==> src/rtl/arm_pkg.sv <==
// ============================================================================
// arm_pkg: shared constants and types for the IF/ID pipeline stage.
// Revision: 1.0
// ============================================================================
`default_nettype none

package arm_pkg;

    localparam logic [31:0] NOP_INSTR = 32'hD503201F;

    // Encodings double as the occupancy count.
    typedef enum logic [1:0] {
        EMPTY = 2'd0,
        ONE   = 2'd1,
        TWO   = 2'd2
    } ifid_state_t;

    function automatic logic [1:0] state_count(input ifid_state_t s);
        return (s == TWO) ? 2'd2 : (s == ONE) ? 2'd1 : 2'd0;
    endfunction

endpackage

`default_nettype wire

==> src/rtl/flopenr.sv <==
// ============================================================================
// flopenr: enabled register with asynchronous active-high reset to zero.
// Revision: 1.0
// ============================================================================
`default_nettype none

module flopenr #(
    parameter int N = 64
) (
    input  logic         clk,
    input  logic         reset,
    input  logic         en,
    input  logic [N-1:0] d,
    output logic [N-1:0] q
);

    always_ff @(posedge clk or posedge reset) begin
        if (reset) begin
            q <= '0;
        end else if (en) begin
            q <= d;
        end
    end

endmodule

`default_nettype wire

==> src/rtl/if_id_skid_buffer.sv <==
// ============================================================================
// if_id_skid_buffer: IF/ID stage with a 2-entry skid buffer and registered
// upstream ready, so fetch never sees a combinational path from decode.
// Revision: 1.0
// ============================================================================
`default_nettype none

module if_id_skid_buffer
    import arm_pkg::*;
#(
    parameter int            N   = 64,
    parameter int            IW  = 32,
    parameter logic [IW-1:0] NOP = NOP_INSTR
) (
    input  logic          clk,
    input  logic          reset,
    input  logic          if_valid_i,
    input  logic [N-1:0]  if_pc_i,
    input  logic [IW-1:0] if_instr_i,
    output logic          if_ready_o,
    output logic          pc_hold_o,
    input  logic          flush_i,
    output logic          id_valid_o,
    output logic [N-1:0]  id_pc_o,
    output logic [IW-1:0] id_instr_o,
    input  logic          id_ready_i,
    output logic [1:0]    count_o
);

    ifid_state_t   r_state;
    ifid_state_t   w_next_state;
    logic          r_id_valid;
    logic          r_if_ready;
    logic [1:0]    r_count;

    logic          w_push;
    logic          w_pop;
    logic          w_head_en;
    logic          w_skid_en;
    logic          w_head_from_skid;

    logic [N-1:0]  w_head_pc_d;
    logic [IW-1:0] w_head_instr_d;
    logic [N-1:0]  w_head_pc;
    logic [IW-1:0] w_head_instr;
    logic [N-1:0]  w_skid_pc;
    logic [IW-1:0] w_skid_instr;

    assign w_push = if_valid_i & r_if_ready;
    assign w_pop  = r_id_valid & id_ready_i;

    always_comb begin
        w_next_state     = r_state;
        w_head_en        = 1'b0;
        w_skid_en        = 1'b0;
        w_head_from_skid = 1'b0;
        if (flush_i) begin
            w_next_state = EMPTY;
        end else begin
            case (r_state)
                EMPTY: begin
                    if (w_push) begin
                        w_next_state = ONE;
                        w_head_en    = 1'b1;
                    end
                end
                ONE: begin
                    if (w_push && !w_pop) begin
                        w_next_state = TWO;
                        w_skid_en    = 1'b1;
                    end else if (w_push && w_pop) begin
                        w_head_en    = 1'b1;
                    end else if (w_pop) begin
                        w_next_state = EMPTY;
                    end
                end
                TWO: begin
                    if (w_pop) begin
                        w_next_state     = ONE;
                        w_head_en        = 1'b1;
                        w_head_from_skid = 1'b1;
                    end
                end
                default: w_next_state = EMPTY;
            endcase
        end
    end

    assign w_head_pc_d    = w_head_from_skid ? w_skid_pc    : if_pc_i;
    assign w_head_instr_d = w_head_from_skid ? w_skid_instr : if_instr_i;

    // Handshake outputs are computed from the next state so they stay registered.
    always_ff @(posedge clk or posedge reset) begin
        if (reset) begin
            r_state    <= EMPTY;
            r_id_valid <= 1'b0;
            r_if_ready <= 1'b1;
            r_count    <= 2'd0;
        end else begin
            r_state    <= w_next_state;
            r_id_valid <= (w_next_state != EMPTY);
            r_if_ready <= (w_next_state != TWO);
            r_count    <= state_count(w_next_state);
        end
    end

    flopenr #(.N(N)) u_head_pc (
        .clk   (clk),
        .reset (reset),
        .en    (w_head_en),
        .d     (w_head_pc_d),
        .q     (w_head_pc)
    );

    flopenr #(.N(IW)) u_head_instr (
        .clk   (clk),
        .reset (reset),
        .en    (w_head_en),
        .d     (w_head_instr_d),
        .q     (w_head_instr)
    );

    flopenr #(.N(N)) u_skid_pc (
        .clk   (clk),
        .reset (reset),
        .en    (w_skid_en),
        .d     (if_pc_i),
        .q     (w_skid_pc)
    );

    flopenr #(.N(IW)) u_skid_instr (
        .clk   (clk),
        .reset (reset),
        .en    (w_skid_en),
        .d     (if_instr_i),
        .q     (w_skid_instr)
    );

    assign if_ready_o = r_if_ready;
    assign pc_hold_o  = ~r_if_ready;
    assign id_valid_o = r_id_valid;
    assign id_pc_o    = w_head_pc;
    assign id_instr_o = r_id_valid ? w_head_instr : NOP;
    assign count_o    = r_count;

endmodule

`default_nettype wire

==> config.mk <==
export PLATFORM = sky130hd
export DESIGN_NAME = if_id_skid_buffer
export DESIGN_NICKNAME = d
export VERILOG_FILES = /design/src/rtl/arm_pkg.sv /design/src/rtl/flopenr.sv /design/src/rtl/if_id_skid_buffer.sv
export SDC_FILE = /design/constraint.sdc
export NUM_CORES = 1
export LEC_CHECK = 0
export CELL_PAD_IN_SITES_DETAIL_PLACEMENT = 2
export CELL_PAD_IN_SITES_GLOBAL_PLACEMENT = 2
export CORE_MARGIN = 2
export CORE_UTILIZATION = 41
export CTS_CLUSTER_SIZE = 28
export DETAILED_ROUTE_END_ITERATION = 6
export DONT_BUFFER_PORTS = 1
export PLACE_DENSITY = 0.85
export SYNTH_ARGS = -nofsm -noshare
export SYNTH_HDL_FRONTEND = slang
export SYNTH_SLANG_ARGS = --single-unit
==> constraint.sdc <==
create_clock -name clk -period 16.9 [get_ports clk]
set_input_delay 5.07 -clock clk [delete_from_list [all_inputs] [get_ports clk]]
set_output_delay 5.07 -clock clk [all_outputs]
set_load 0.05 [all_outputs]
# After elaboration in Yosys (flattened, before gate mapping)
# Cells that the tools add are included.
# totals
register_bits,198
latchBits,0
ramBits,0
romBits,0
in_bits,101
out_inout_bits,101
memories,0
# op_classes
n_addsub,0
multipliers,0
n_div,0
order_cmp,0
eq_ne,5
n_shift,0
n_mux,23
n_bitwise,3
reduce_logical,5
# op_table
cell,count
$mux W32,2
$mux W64,1
$mux W2,7
$mux W1,11
$pmux W2 S3,1
$eq A2 B1 Y1 const B,2
$eq A2 B2 Y1 const B,2
$pmux W1 S3,1
$and A1 B1 Y1,2
$logic_and A1 B1 Y1,2
$logic_not A2 Y1,1
$ne A2 B2 Y1 const B,1
$reduce_bool A2 Y1,1
$logic_not A1 Y1,1
$not A1 Y1,1

# Logic depth before layout (Yosys ltp)
# logic_depth
depth_word,9
ltp_mapped,7

# Modules after synthesis
# From an unflattened synthesis, not the netlist that was laid out.
# unflattened
cells_unflattened,583
hier_area_um2,9753.1
# by_module_without_submodules
module,n_inst,cells_each,area_per_inst_um2,seq_area_each_um2
flopenr at u_head_pc ...,2,136,2682.6,1601.5
flopenr at u_head_instr ...,2,69,1348.8,800.8
if_id_skid_buffer,1,173,1690.4,151.4

# Worst setup path after synthesis
# Ideal clock, no wire load.
# synth_path
kind,register to output
from,"reg r_id_valid, in the netlist id_valid_o"
to,out id_instr_o[10]
t_arrival_ps,1401
setup_slack_ps,10429
stages_incl_launch_ff,3
path_cell_list,dfrtp_1 -> clkbuf_1 -> and2_1
# synth_between
elab_chain_cells,1
# synth_lines
item,line,text
"start, declared",if_id_skid_buffer.sv:32,logic r_id_valid;
"start signal, assigned",if_id_skid_buffer.sv:101,r_id_valid <= (w_next_state != EMPTY);
$mux W32,if_id_skid_buffer.sv:143,assign id_instr_o = r_id_valid ? w_head_instr : NOP;
"end, declared",if_id_skid_buffer.sv:25,"output logic [IW-1:0] id_instr_o,"
# No other way between the ends.

# Final worst setup path
# layout_path
from,"reg r_id_valid, in the netlist id_valid_o"
to,out id_instr_o[25]
# The elaborated chain is that of the path after synthesis.

==> key figures <==
Run status
  – Status: finished clean

Floorplan
  – # IOs: 202
  – Row cnt: 52
  – Die X: 148 µm
  – Initial core utilization: 0.419
  – Die ar.: 0.0218 mm²
  – Core area: a little over 0.02 mm²
  – Die H: about 150 µm

Setup path
  – CP arrival: 1.81 ns
  – Crit. End Element: output port
  – Reg2reg setup slack: between 10 and 15 ns
  – Setup CP Type: register to output port
  – Worst reg2reg endpoint: u_skid_instr.q[28]
  – CP Max Fanout: 33
  – Critical Path Sink: id_instr_o[25]
  – CP Data Required Time: 11.83 ns
  – Worst setup SP type: register
  – RR Startpoint: if_ready_o
  – Worst-case reg-to-reg path depth: 5
  – Worst Setup SP: id_valid_o

Global routing
  – Initial antenna violation count: 0
  – Vias in the first global route: 5,933
  – Gr usage total: 0.196
  – Gr ovfl total: 0
  – Largest net degree at the start of global routing: about 120
  – Global-route wire length before repair: 33,600 µm

Min path
  – Hold Crit Class: register to register
  – Hold Crit Start: u_skid_instr.q[20]
  – Hold depth: 1

Yosys
  – Post-synthesis mux area share: 0.241
  – Mapped Area: 0.00847 mm²
  – Cell variety after synth: 27
  – Syn_nets: ~790
  – Synthesized area per cell: 12.4 µm²
  – Post-synth top area cell: dfrtp_1
  – Compound-cell area share of the yosys netlist: 0.0665
  – Post-Synthesis Cells: roughly 700
  – Seq/Total Area, Yosys: 0.585
  – XOR/XNOR share of the synthesized area: 0
  – Top cell type's share of synthesized area: 0.582
  – Synth Area in Simple Gates: 0.0746
  – Synth area leaders: dfrtp_1 (58%), mux2i_1 (11%), mux2_2 (7.4%)
  – Yosys reg bits: 198
  – Adder-cell share of the synthesized area: 0
  – Largest family of logic cells by synthesized area: multiplexers
  – Yosys warnings: 0

Route
  – Vias per inst: 5.44
  – Vias: a little over 5,000
  – DRC Markers: 0
  – Wirelength, routed: 20,800 µm
  – Drt pass-1 iters: 4
  – Initial DRC Count: 192
  – Routed len/inst: 22.0 µm
  – Antenna Violating Nets Remaining: 0

Clocking
  – Clock transition at the registers of the reported paths: 0.07 ns
  – Root buffer cell: clkbuf_16
  – Htree depth: 4
  – # Post-CTS Setup Buffers: 0
  – Worst skew pair latency: 0.42 ns
  – CTS-repair resized insts: 0
  – Cts bufs inserted: 17
  – Clk sink count: 198
  – Hold Buf Count CTS: 0
  – CTS tree: built
  – Maximum clock path buffer count: 2

Power
  – P_sw: 0.606 mW
  – Switching Share: 0.378
  – Worst vdd ir: 0.0000751 V
  – Comb power frac: 0.163
  – Clock power share: 0.271
  – Internal cell power: 0.997 mW
  – Sequential share of power: 0.566
  – PwrDens: 173 mW/mm²
  – Leak: approximately 3.7 nW
  – Total power: 1.60 mW

Placed design
  – I/O Buffers: 0
  – Dpl cells: 916
  – DP Wirelength: 13,900 µm
  – Final GP Congestion: 0.788
  – Pre-CTS setup slack: between 9 and 10 ns

STA
  – Worst-margin pin slew: roughly 0.99 ns
  – Total negative slack: 0 ns
  – Setup ws final: about 10 ns
  – Max Fclk: ~0.15 GHz
  – Crit path time final: ~6.9 ns
  – Setup-failing EPs final: 0
  – Crit share post-route: 0.407
  – Final hold vios: 0
  – Max Transition Viols Final: 0
  – Unrepaired setup endpoints after global routing: no
  – Max_slew headroom: 0.343
  – Worst-case clock skew: 0.0104 ns

Layout
  – Area growth, synth to finish: 9.31%
  – Nets: 766
  – N_diodes: 0
  – Non-Filler Instances: 948
  – Share of cells above drive strength 1: 0.150

Run
  – Max-cap violations: 0
synth_stat cells (all sizes together):
master,instances
dfrtp,197
a21oi,100
nor2,98
mux2,96
mux2i,96
buf,41
and2,19
nand2b,14
clkbuf,4
nand2,4
a21boi,2
a21o,2
inv,2
a21bo,1
a221oi,1
and3,1
dfstp,1
nand3,1
nand3b,1
nor3,1
o21bai,1
or2,1
cell usage in the layout (no fill, tap or decap):
master        n
a21oi_1     100
nand2b_4      1
buf_4         7
a21bo_2       1
clkinvlp_4    1
and3_1        1
dfrtp_1     197
nor2_1       98
nor3_4        1
mux2_2       56
or2_1         1
clkinv_2      2
clkbuf_16    17
and2_1       19
nand3_4       1
nand2_1       4
nand2b_1     13
dfstp_2       1
clkbuf_8      3
a21boi_0      2
inv_8         2
inv_1         1
clkinv_4      1
mux2i_1      96
bufinv_16     3
a21o_1        2
inv_6         4
mux2_1       40
o21bai_1      1
a221oi_4      1
nand3b_1      1
worst min-delay path by stage:
stage / slack, ns / end
CTS: 0.50 / u_skid_pc.q[7]
detailed placement: 0.49 / u_skid_instr.q[20]
global placement: 0.47 / u_skid_instr.q[26]
global route: 0.53 / u_skid_pc.q[21]
floorplan: 0.46 / u_skid_instr.q[0]
finish: 0.50 / u_skid_instr.q[20]
flip-flops by register name, summed over array words and instances (netlist names):
name,count
u_head_pc.q,64
u_skid_pc.q,64
u_head_instr.q,32
u_skid_instr.q,32
count_o,2
r_state,2
id_valid_o,1
if_ready_o,1
metrics by stage:
step	util	hold WS [ns]	cell area [µm²]
after floorplan	-	0.464	8470
after global placement	0.426	0.473	8630
after CTS	0.458	0.502	9260
final	0.458	0.497	9260
after global routing	0.458	0.527	9260
after detailed placement	0.426	0.485	8630
logic make-up (layout without fill, tap and decap cells):
family | after synthesis | in the layout
flip-flops | 198 | 198
AO/OA/AOI/OAI | 107 | 107
AND/OR/NAND/NOR | 140 | 140
multiplexers | 192 | 192
buffers and inverters | 47 | 41
metal layers:
metal / wire [µm] / vias to the layer above / GRT usage
li1: - / 2310 / -
met1: 8220 / 2700 / 0.234
met2: 10700 / 131 / 0.337
met3: 1660 / 15 / 0.0685
met4: 262 / 0 / 0.0563
met5: 0 / - / 0
power by group through the flow:
stage                     registers [mW]  clock network (mW)  logic [mW]
after floorplan                    0.875                   0       0.222
after global placement             0.900                   0       0.240
after detailed placement           0.917                   0       0.266
after CTS                          0.911               0.447       0.268
after global routing               0.930               0.465       0.294
final                              0.908               0.435       0.261
area by class of cell:
class / instances / area (µm²)
Clock inverter: 12 / 163
Timing Repair Buffer: 7 / 52.6
Multi-Input combinational cell: 439 / 3270
Inverter: 2 / 15.0
Clock buffer: 20 / 467
Sequential cell: 198 / 4960
Fill cell: 1988 / 11000
Tap cell: 270 / 338
critical path, cell delays in order (launching register included):
cell and delay [ns]:
dfrtp_1 0.39, buf_4 0.43, and2_1 0.56
Note: power is estimated with default switching activity, not from simulation.
